### config.mk
export PLATFORM = sky130hd
export DESIGN_NAME = mem_rd_streamer_flat
export DESIGN_NICKNAME = d
export VERILOG_FILES = /design/src/rtl/mem_rd_pkg.sv /design/src/rtl/mem_rd_streamer_if.sv /design/src/rtl/mem_rd_skid.sv /design/src/rtl/mem_rd_streamer.sv /design/src/flat_wrapper.sv
export SDC_FILE = /design/constraint.sdc
export NUM_CORES = 1
export LEC_CHECK = 0
export CAP_MARGIN = 30
export CELL_PAD_IN_SITES_DETAIL_PLACEMENT = 1
export CELL_PAD_IN_SITES_GLOBAL_PLACEMENT = 1
export CORE_MARGIN = 2
export CORE_UTILIZATION = 45
export CTS_BUF_LIST = sky130_fd_sc_hd__clkbuf_2
export CTS_CLUSTER_SIZE = 25
export DETAILED_ROUTE_END_ITERATION = 8
export GPL_ROUTABILITY_DRIVEN = 0
export GPL_TIMING_DRIVEN = 0
export PLACE_DENSITY_LB_ADDON = 0.1
export RECOVER_POWER = 50
export SYNTH_ARGS = -nofsm -noshare
export SYNTH_HDL_FRONTEND = slang
export SYNTH_SLANG_ARGS = --single-unit
### constraint.sdc
create_clock -name clk -period 5.5 [get_ports clk]
set_clock_uncertainty 0.15 [all_clocks]
set_input_delay 1.1 -clock clk [delete_from_list [all_inputs] [get_ports clk]]
set_output_delay 1.1 -clock clk [all_outputs]
set_load 0.05 [all_outputs]
### src/rtl/mem_rd_pkg.sv
// Shared types and constants for the RAM read streamer.
// Holds the FSM encoding, default widths and skid sizing.
package mem_rd_pkg;

  typedef enum logic [1:0] {
    IDLE,
    RUN,
    DRAIN
  } state_t;

  localparam int DW_DEF     = 16;
  localparam int AW_DEF     = 3;
  localparam int LW_DEF     = 4;
  localparam int SKID_DEPTH = 2;
  localparam int CW         = $clog2(SKID_DEPTH + 1);
  localparam int PW         = $clog2(SKID_DEPTH);

  function automatic logic [PW-1:0] ptr_inc(
    input logic [PW-1:0] p
  );
    if (p == PW'(SKID_DEPTH - 1))
      return '0;
    return p + PW'(1);
  endfunction

endpackage

### src/rtl/mem_rd_streamer_if.sv
// Valid/ready word stream carried from the streamer
// to downstream logic.
interface mem_rd_streamer_if #(
  parameter int DW = 16
) ();

  logic [DW-1:0] m_data;
  logic          m_valid;
  logic          m_ready;

  modport master (
    output m_data,
    output m_valid,
    input  m_ready
  );

  modport slave (
    input  m_data,
    input  m_valid,
    output m_ready
  );

endinterface

### src/rtl/mem_rd_skid.sv
// Small synchronous FIFO that absorbs the RAM read latency
// when the stream consumer stalls.
module mem_rd_skid
  import mem_rd_pkg::*;
#(
  parameter int DW = DW_DEF
) (
  input  logic          clk,
  input  logic          rst,
  input  logic          push,
  input  logic [DW-1:0] din,
  input  logic          pop,
  output logic [DW-1:0] dout,
  output logic [CW-1:0] count
);

  logic [SKID_DEPTH-1:0][DW-1:0] mem;
  logic [PW-1:0]                 wp;
  logic [PW-1:0]                 rp;

  assign dout = mem[rp];

  always_ff @(posedge clk or posedge rst) begin
    if (rst) begin
      mem   <= '0;
      wp    <= '0;
      rp    <= '0;
      count <= '0;
    end else begin
      if (push) begin
        mem[wp] <= din;
        wp      <= ptr_inc(wp);
      end
      if (pop)
        rp <= ptr_inc(rp);
      count <= count + CW'(push) - CW'(pop);
    end
  end

endmodule

### src/rtl/mem_rd_streamer.sv
// Walks a RAM address range and streams the words out.
// Define RD_CHECKSUM_EN to add a running checksum output.
module mem_rd_streamer
  import mem_rd_pkg::*;
#(
  parameter int DW = DW_DEF,
  parameter int AW = AW_DEF,
  parameter int LW = LW_DEF
) (
  input  logic          clk,
  input  logic          rst,
  input  logic          start,
  input  logic [AW-1:0] base_addr,
  input  logic [LW-1:0] len,
  output logic          busy,
  output logic          done,
  output logic [AW-1:0] rd_addr,
  input  logic [DW-1:0] rd_data,
  mem_rd_streamer_if.master m
`ifdef RD_CHECKSUM_EN
  ,
  output logic [DW-1:0] checksum
`endif
);

  state_t        state;
  state_t        state_nxt;
  logic [LW-1:0] len_q;
  logic [LW-1:0] issued;
  logic [LW-1:0] xfer;
  logic          inflight;
  logic [CW-1:0] count;
  logic [2:0]    occ;
  logic          pop;
  logic          accept;
  logic          last_pop;
  logic          issue;

  assign pop      = m.m_valid && m.m_ready;
  assign accept   = (state == IDLE) && start;
  assign last_pop = pop && (xfer + LW'(1) == len_q);
  assign busy     = (state != IDLE);
  assign m.m_valid = (count != '0);

  // Counting the word leaving this cycle keeps one word per cycle.
  assign occ = 3'(count) + 3'(inflight) - 3'(pop);

  always_ff @(posedge clk or posedge rst) begin
    if (rst)
      state <= IDLE;
    else
      state <= state_nxt;
  end

  always_comb begin
    state_nxt = state;
    issue     = 1'b0;
    unique case (state)
      IDLE: begin
        if (start && len != '0)
          state_nxt = RUN;
      end
      RUN: begin
        issue = (occ < 3'd2) && (issued < len_q);
        if (issue && issued + LW'(1) == len_q)
          state_nxt = DRAIN;
      end
      DRAIN: begin
        if (last_pop)
          state_nxt = IDLE;
      end
      default: state_nxt = IDLE;
    endcase
  end

  always_ff @(posedge clk or posedge rst) begin
    if (rst) begin
      rd_addr  <= '0;
      len_q    <= '0;
      issued   <= '0;
      xfer     <= '0;
      inflight <= 1'b0;
      done     <= 1'b0;
    end else begin
      done <= (accept && len == '0) ||
              (state == DRAIN && last_pop);
      inflight <= issue;
      if (accept) begin
        rd_addr <= base_addr;
        len_q   <= len;
        issued  <= '0;
        xfer    <= '0;
      end else begin
        if (issue) begin
          rd_addr <= rd_addr + AW'(1);
          issued  <= issued + LW'(1);
        end
        if (pop)
          xfer <= xfer + LW'(1);
      end
    end
  end

  mem_rd_skid #(
    .DW(DW)
  ) u_skid (
    .clk  (clk),
    .rst  (rst),
    .push (inflight),
    .din  (rd_data),
    .pop  (pop),
    .dout (m.m_data),
    .count(count)
  );

`ifdef RD_CHECKSUM_EN
  always_ff @(posedge clk or posedge rst) begin
    if (rst)
      checksum <= '0;
    else if (accept)
      checksum <= '0;
    else if (pop)
      checksum <= checksum + m.m_data;
  end
`endif

endmodule

### src/flat_wrapper.sv
// flat-port wrapper written by rule: the top's interface ports become plain ports
module mem_rd_streamer_flat import mem_rd_pkg::*;
#(
  parameter int DW = DW_DEF,
  parameter int AW = AW_DEF,
  parameter int LW = LW_DEF
)
  (clk, rst, start, base_addr, len, busy, done, rd_addr, rd_data, m_m_data, m_m_valid, m_m_ready);
  mem_rd_streamer_if #(.DW(DW)) m_i ();
  input  logic clk;
  input  logic rst;
  input  logic start;
  input  logic [AW-1:0] base_addr;
  input  logic [LW-1:0] len;
  output logic busy;
  output logic done;
  output logic [AW-1:0] rd_addr;
  input  logic [DW-1:0] rd_data;
  output wire logic [$bits(m_i.m_data)-1:0] m_m_data;
  output wire logic [$bits(m_i.m_valid)-1:0] m_m_valid;
  input wire logic [$bits(m_i.m_ready)-1:0] m_m_ready;
  assign m_m_data = m_i.m_data;
  assign m_m_valid = m_i.m_valid;
  assign m_i.m_ready = m_m_ready;
  mem_rd_streamer #(.DW(DW), .AW(AW), .LW(LW)) u_core (.clk(clk), .rst(rst), .start(start), .base_addr(base_addr), .len(len), .busy(busy), .done(done), .rd_addr(rd_addr), .rd_data(rd_data), .m(m_i));
endmodule
# [Word-level counts from Yosys, hierarchy flattened]
# Cells that the tools add are included.
# Widths: inputs -> output; s select.
[totals] reg_bits=55 inputBits=27 elab_cells=75
[op_classes] addsub=9 n_lt_le_gt_ge=5 eq_ne=7 n_mux=24 n_reduce_logical=18
[ops] cell="$mux 16" n=3
[ops] cell="$bwmux 32" n=1
[ops] cell="$demux 16 s1" n=1
[ops] cell="$mux 4" n=4
[ops] cell="$logic_and 1x1->1" n=9
[ops] cell="$mux 1" n=9
[ops] cell="$add 4x1->4 const B" n=2
[ops] cell="$eq 4x4->1" n=2
[ops] cell="$reduce_bool 2->1" n=4
[ops] cell="$mux 2" n=3
[ops] cell="$mux 3" n=2
[ops] cell="$pmux 2 s3" n=1
[ops] cell="$logic_not 4->1" n=1
[ops] cell="$lt 1x2->1 const B" n=2
[ops] cell="$lt 4x4->1" n=1
[ops] cell="$ne 2x1->1 const B" n=2
[ops] cell="$reduce_bool 4->1" n=1
[ops] cell="$add 2x1->3" n=1
[ops] cell="$add 3x1->3 const B" n=1
[ops] cell="$lt 3x2->1 const B" n=1
[ops] cell="$reduce_and 3->1" n=1
[ops] cell="$sub 3x1->3" n=1
[ops] cell="$add 1x1->1 const B" n=2
[ops] cell="$add 2x1->2" n=1
[ops] cell="other kinds (7)" n=7

# [Longest topological paths before layout]
[depth] word_depth=8 mapped_depth=13

# [Hierarchy]
# Synthesis repeated with hierarchy kept, for this count alone.
[unflattened] cells_unflattened=216 area_unflattened_um2=2802.7
[by_module_without_submodules] module="mem_rd_skid" instances=1 cells_per_inst=100 area_each_um2=1615.3 seq_area_each_um2=900.9
[by_module_without_submodules] module="mem_rd_streamer" instances=1 cells_per_inst=116 area_each_um2=1187.4 seq_area_each_um2=475.5

# [Worst setup path after synthesis]
# Ideal clock, no wire load.
[synth_timing] kind="input to register" from="input m_m_ready" to="register u_core.issued[2]" setup_time_ns=0.126 t_arrival_ns=3.684 path_slack_ns=1.540 stages=11 path_cell_list="o21ai_1 > inv_1 > ha_1 > inv_1 > ha_1 > fa_1 > or4_1 > buf_2 > or2_0 > buf_2 > a311o_1"
[synth_between] elab_chain_cells=6
[synth_lines] element="from (decl)" line_no="flat_wrapper.sv:21" source="input wire logic [$bits(m_i.m_ready)-1:0] m_m_ready;"
[synth_lines] element="$logic_and 1x1->1" line_no="mem_rd_streamer.sv:39" source="assign pop = m.m_valid && m.m_ready;"
[synth_lines] element="net u_core.pop" line_no="mem_rd_streamer.sv:34" source="logic pop;"
[synth_lines] element="$sub 3x1->3" line_no="mem_rd_streamer.sv:46" source="assign occ = 3'(count) + 3'(inflight) - 3'(pop);"
[synth_lines] element="net u_core.occ[1]" line_no="mem_rd_streamer.sv:33" source="logic [2:0] occ;"
[synth_lines] element="$lt 3x2->1" line_no="mem_rd_streamer.sv:64" source="issue = (occ < 3'd2) && (issued < len_q);"
[synth_lines] element="$logic_and 1x1->1" line_no="mem_rd_streamer.sv:64"
[synth_lines] element="$mux 1" line_no="mem_rd_streamer.sv:58" source="unique case (state)"
[synth_lines] element="$reduce_bool 2->1 (no source line)"
[synth_lines] element="to (signal assigned)" line_no="mem_rd_streamer.sv:96" source="issued <= issued + LW'(1);"
[synth_lines] element="to (decl)" line_no="mem_rd_streamer.sv:29" source="logic [LW-1:0] issued;"
# The timed path passes the listed nets, and every way through them passes these cells.
# A chain may end at the register's enable or synchronous reset.

# [Final worst setup path]
# Ends and elaborated chain as after synthesis.

==> results.toml <==
[logic_synthesis]
synthFlopType = "dfrtp_1"
post_synth_instance_area_um2 = 2670
post_synth_num_cell_types = 38
synthesis.area_per_instance_um2 = 10.7
synth.yosys.seq_area_share = 0.515
syn_nets = 288
synth_enable_flop_cells = 0
synth-async-reset-ratio = 1.00
syn_inst = 251
ffs_latches_synth = 55
ys_warn_count = 0

[outcome]
status = "finished with violations"
failed_checks = "max-capacitance violations, max-slew violations"

[placement]
port-buffer-count = 48
hpwlAfterDp_um = 4430
pre_cts_ws_ns = 0.864

[sta]
final_min_period_over_clock_period = 0.757
slew_violations = 38
crit_path_time_final_ns = 4.16
fmaxAchievable_mhz = 240
worst_max_slew_pin_slew_ns = 1.99
setup_violation_total_in_the_final_timing_report = 0
unrepaired_setup_endpoints_after_global_routing = "false"
finalWorstSetupSlack_ns = 1.34
setup_tns_ns = 0
slew-limit-headroom = -0.324
finalHoldViolations = 0

[routing]
avgViaCountPerCell = 5.16
routed_vias = 1973
routedWlPerCell_um = 15.4
first_pass_iters = 4
postRouteWirelength_um = 5880
remaining_drc_errors = 0
drt_iter0_drc = 54
ant_nets = 0

[cells_and_area]
n_fill_cell = 690
area_of_the_multi_input_gates_um2 = 1200
area_growth_pct = 22.9
layout.area.seq_um2 = 1380
diodes = 0
post_route_cells_drive_above_1_share = 0.150
utilization = 0.565
design.final.nets = 344

[clocking]
postCtsSetupBuffers = 0
cts_tree = "built"
post_cts_resize_count = 0
holdBufCountCts = 0
cts-root-buf = "clkbuf_2"
clkLatencyLatePin_ns = 0.44
clkTransAtPathRegs_ns = 0.25
max_clock_buf_depth = 2
clock_sink_count = 55
cts_max_level = 2
cts_buffers = 5

[setup_path]
arrival_worst_endpoint_ns = 4.37
cp_data_required_time_ns = 5.71
setup.worst_path.end_class = "register"
rr_worst_depth = 11
reg2reg_from = "u_core.u_skid.count[1]"
critical_path.endpoint = "u_core.issued[2]"
critPathMaxFanout = 9
critPathLaunch = "m_m_ready"
r2r_setup_slack_ns = 1.75
worstSetupStartpointType = "input port"
endpoint_of_the_lowest_slack_register_to_register_path = "u_core.issued[2]"
critical_path_class = "in2reg"

[floorplanning]
floorplan.core_area_um2 = 5820
die_w_um = 81.1
die_area_um2 = 6570
number_of_core_rows = 28
initial_core_util = 0.460
die_span_y_um = 81.1
ios = 49

[grt]
grt_usage = 0.201
grt_first_pass_wirelength_um = 10100
antenna_violations_before_repair = 0
number_of_global_route_vias_before_repair = 2153
globalRoute.totalOverflow = 0
grt_max_degree = 38

[power_and_ir_drop]
power_density_nw_per_um2 = 677
peakVddDrop_uv = 441
power.leakage_uw = 0.00148

[hold_path]
worstHoldPathType = "reg2reg"

[run]
maxCapViolations = 1
## cells in the mapped netlist, drive strengths merged, types with 2 or more instances
library cell  instances  share of area
dfrtp                55           0.51
xnor2                 8          0.026
clkbuf                6         0.0084
mux2                 32           0.13
nand2                61          0.086
nand3                 3         0.0056
a31o                  2         0.0066
nor4b                 3         0.0098
nor2                  8          0.011
nand2b                4         0.0094
o21ai                 9          0.017
a31oi                 2         0.0047
a21oi                 3         0.0056
or4                   2         0.0056
xor2                  6          0.020
ha                    9          0.042
buf                   3         0.0051
inv                  16          0.022
or2                   3         0.0070
## cell families (layout without fill, tap and decap cells)
group | count (synthesis) | after routing | share of synthesized area
simple gates | 88 | 88 | 0.144
flops | 55 | 55 | 0.515
mux | 33 | 33 | 0.139
compound gates | 25 | 25 | 0.0627
buf+inv | 25 | 81 | 0.0360
xor+xnor | 15 | 15 | 0.0547
fa+ha+maj | 10 | 10 | 0.0496
## layout by cell type (no fill, tap or decap), drive strengths merged, types with 2 or more instances in the layout
| cell type | synthesis | final |
|---|---|---|
| a21oi | 3 | 3 |
| a31o | 2 | 2 |
| a31oi | 2 | 2 |
| buf | 3 | 3 |
| clkbuf | 6 | 12 |
| clkdlybuf4s50 | 0 | 41 |
| clkinv | 0 | 2 |
| dfrtp | 55 | 55 |
| dlygate4sd3 | 0 | 7 |
| ha | 9 | 9 |
| inv | 16 | 16 |
| mux2 | 32 | 32 |
| nand2 | 61 | 61 |
| nand2b | 4 | 4 |
| nand3 | 3 | 3 |
| nor2 | 8 | 8 |
| nor4b | 3 | 3 |
| o21ai | 9 | 9 |
| or2 | 3 | 3 |
| or4 | 2 | 2 |
| xnor2 | 8 | 8 |
| xor2 | 6 | 6 |
## flip-flops by register name (all words and copies together) (netlist names)
name                 flops
u_core.xfer              4
u_core.u_skid.mem       32
u_core.len_q             4
u_core.issued            4
u_core.u_skid.rp         1
u_core.done              1
u_core.u_skid.count      2
u_core.state             2
u_core.rd_addr           3
u_core.inflight          1
u_core.u_skid.wp         1
## how the worst min path moves through the flow
| stage | startpoint | end | depth (start not counted) |
|---|---|---|---|
| floorplan | u_core.u_skid.mem[0] | u_core.u_skid.mem[0] | 2 |
| global route | u_core.u_skid.mem[4] | u_core.u_skid.mem[4] | 2 |
| CTS | u_core.u_skid.mem[11] | u_core.u_skid.mem[11] | 2 |
| detailed placement | u_core.u_skid.mem[11] | u_core.u_skid.mem[11] | 2 |
| global placement | u_core.u_skid.mem[2] | u_core.u_skid.mem[2] | 2 |
| finish | u_core.u_skid.mem[4] | u_core.u_skid.mem[4] | 2 |
## worst max-delay path, cell delays in order
cell and delay (ns):
clkdlybuf4s50_1 0.40, o21ai_1 0.26, inv_1 0.19, ha_1 0.32, inv_1 0.04, ha_1 0.18, fa_1 0.48, or4_1 0.53
buf_2 0.18, or2_0 0.20, buf_2 0.15, a311o_1 0.34
## through the flow
step                power, uW  hold slack [ns]  cells  area [um^2]
global placement         2050            0.307    374         3250
CTS                      2250            0.370    382         3300
finish                   2220            0.361    382         3290
global route             2390            0.398    382         3290
floorplan                1690            0.292    251         2670
detailed placement       2100            0.313    375         3270
## layer usage
metal	part of all wire	up-vias	track usage	wire [um]
met5	0	-	0	0
met4	0.011	0	0.0508	64
met3	0.031	6	0.0400	180
met2	0.48	33	0.333	2800
met1	0.48	988	0.273	2840
li1	-	946	-	-
## where the power goes
part           internal [uW]  total, uW  switching (uW)
Clock                   26.9        151             124
Sequential               593        727             134
Combinational            551       1350             796
## final cells by class
type	count	area share
Sequential cell	55	0.419
Tap cell	75	0.0286
Multi-Input combinational cell	171	0.366
Buffer	9	0.0110
Inverter	16	0.0183
Timing Repair Buffer	49	0.147
Clock buffer	5	0.00762
Clock inverter	2	0.00267
(Power assumes the default switching activity.)
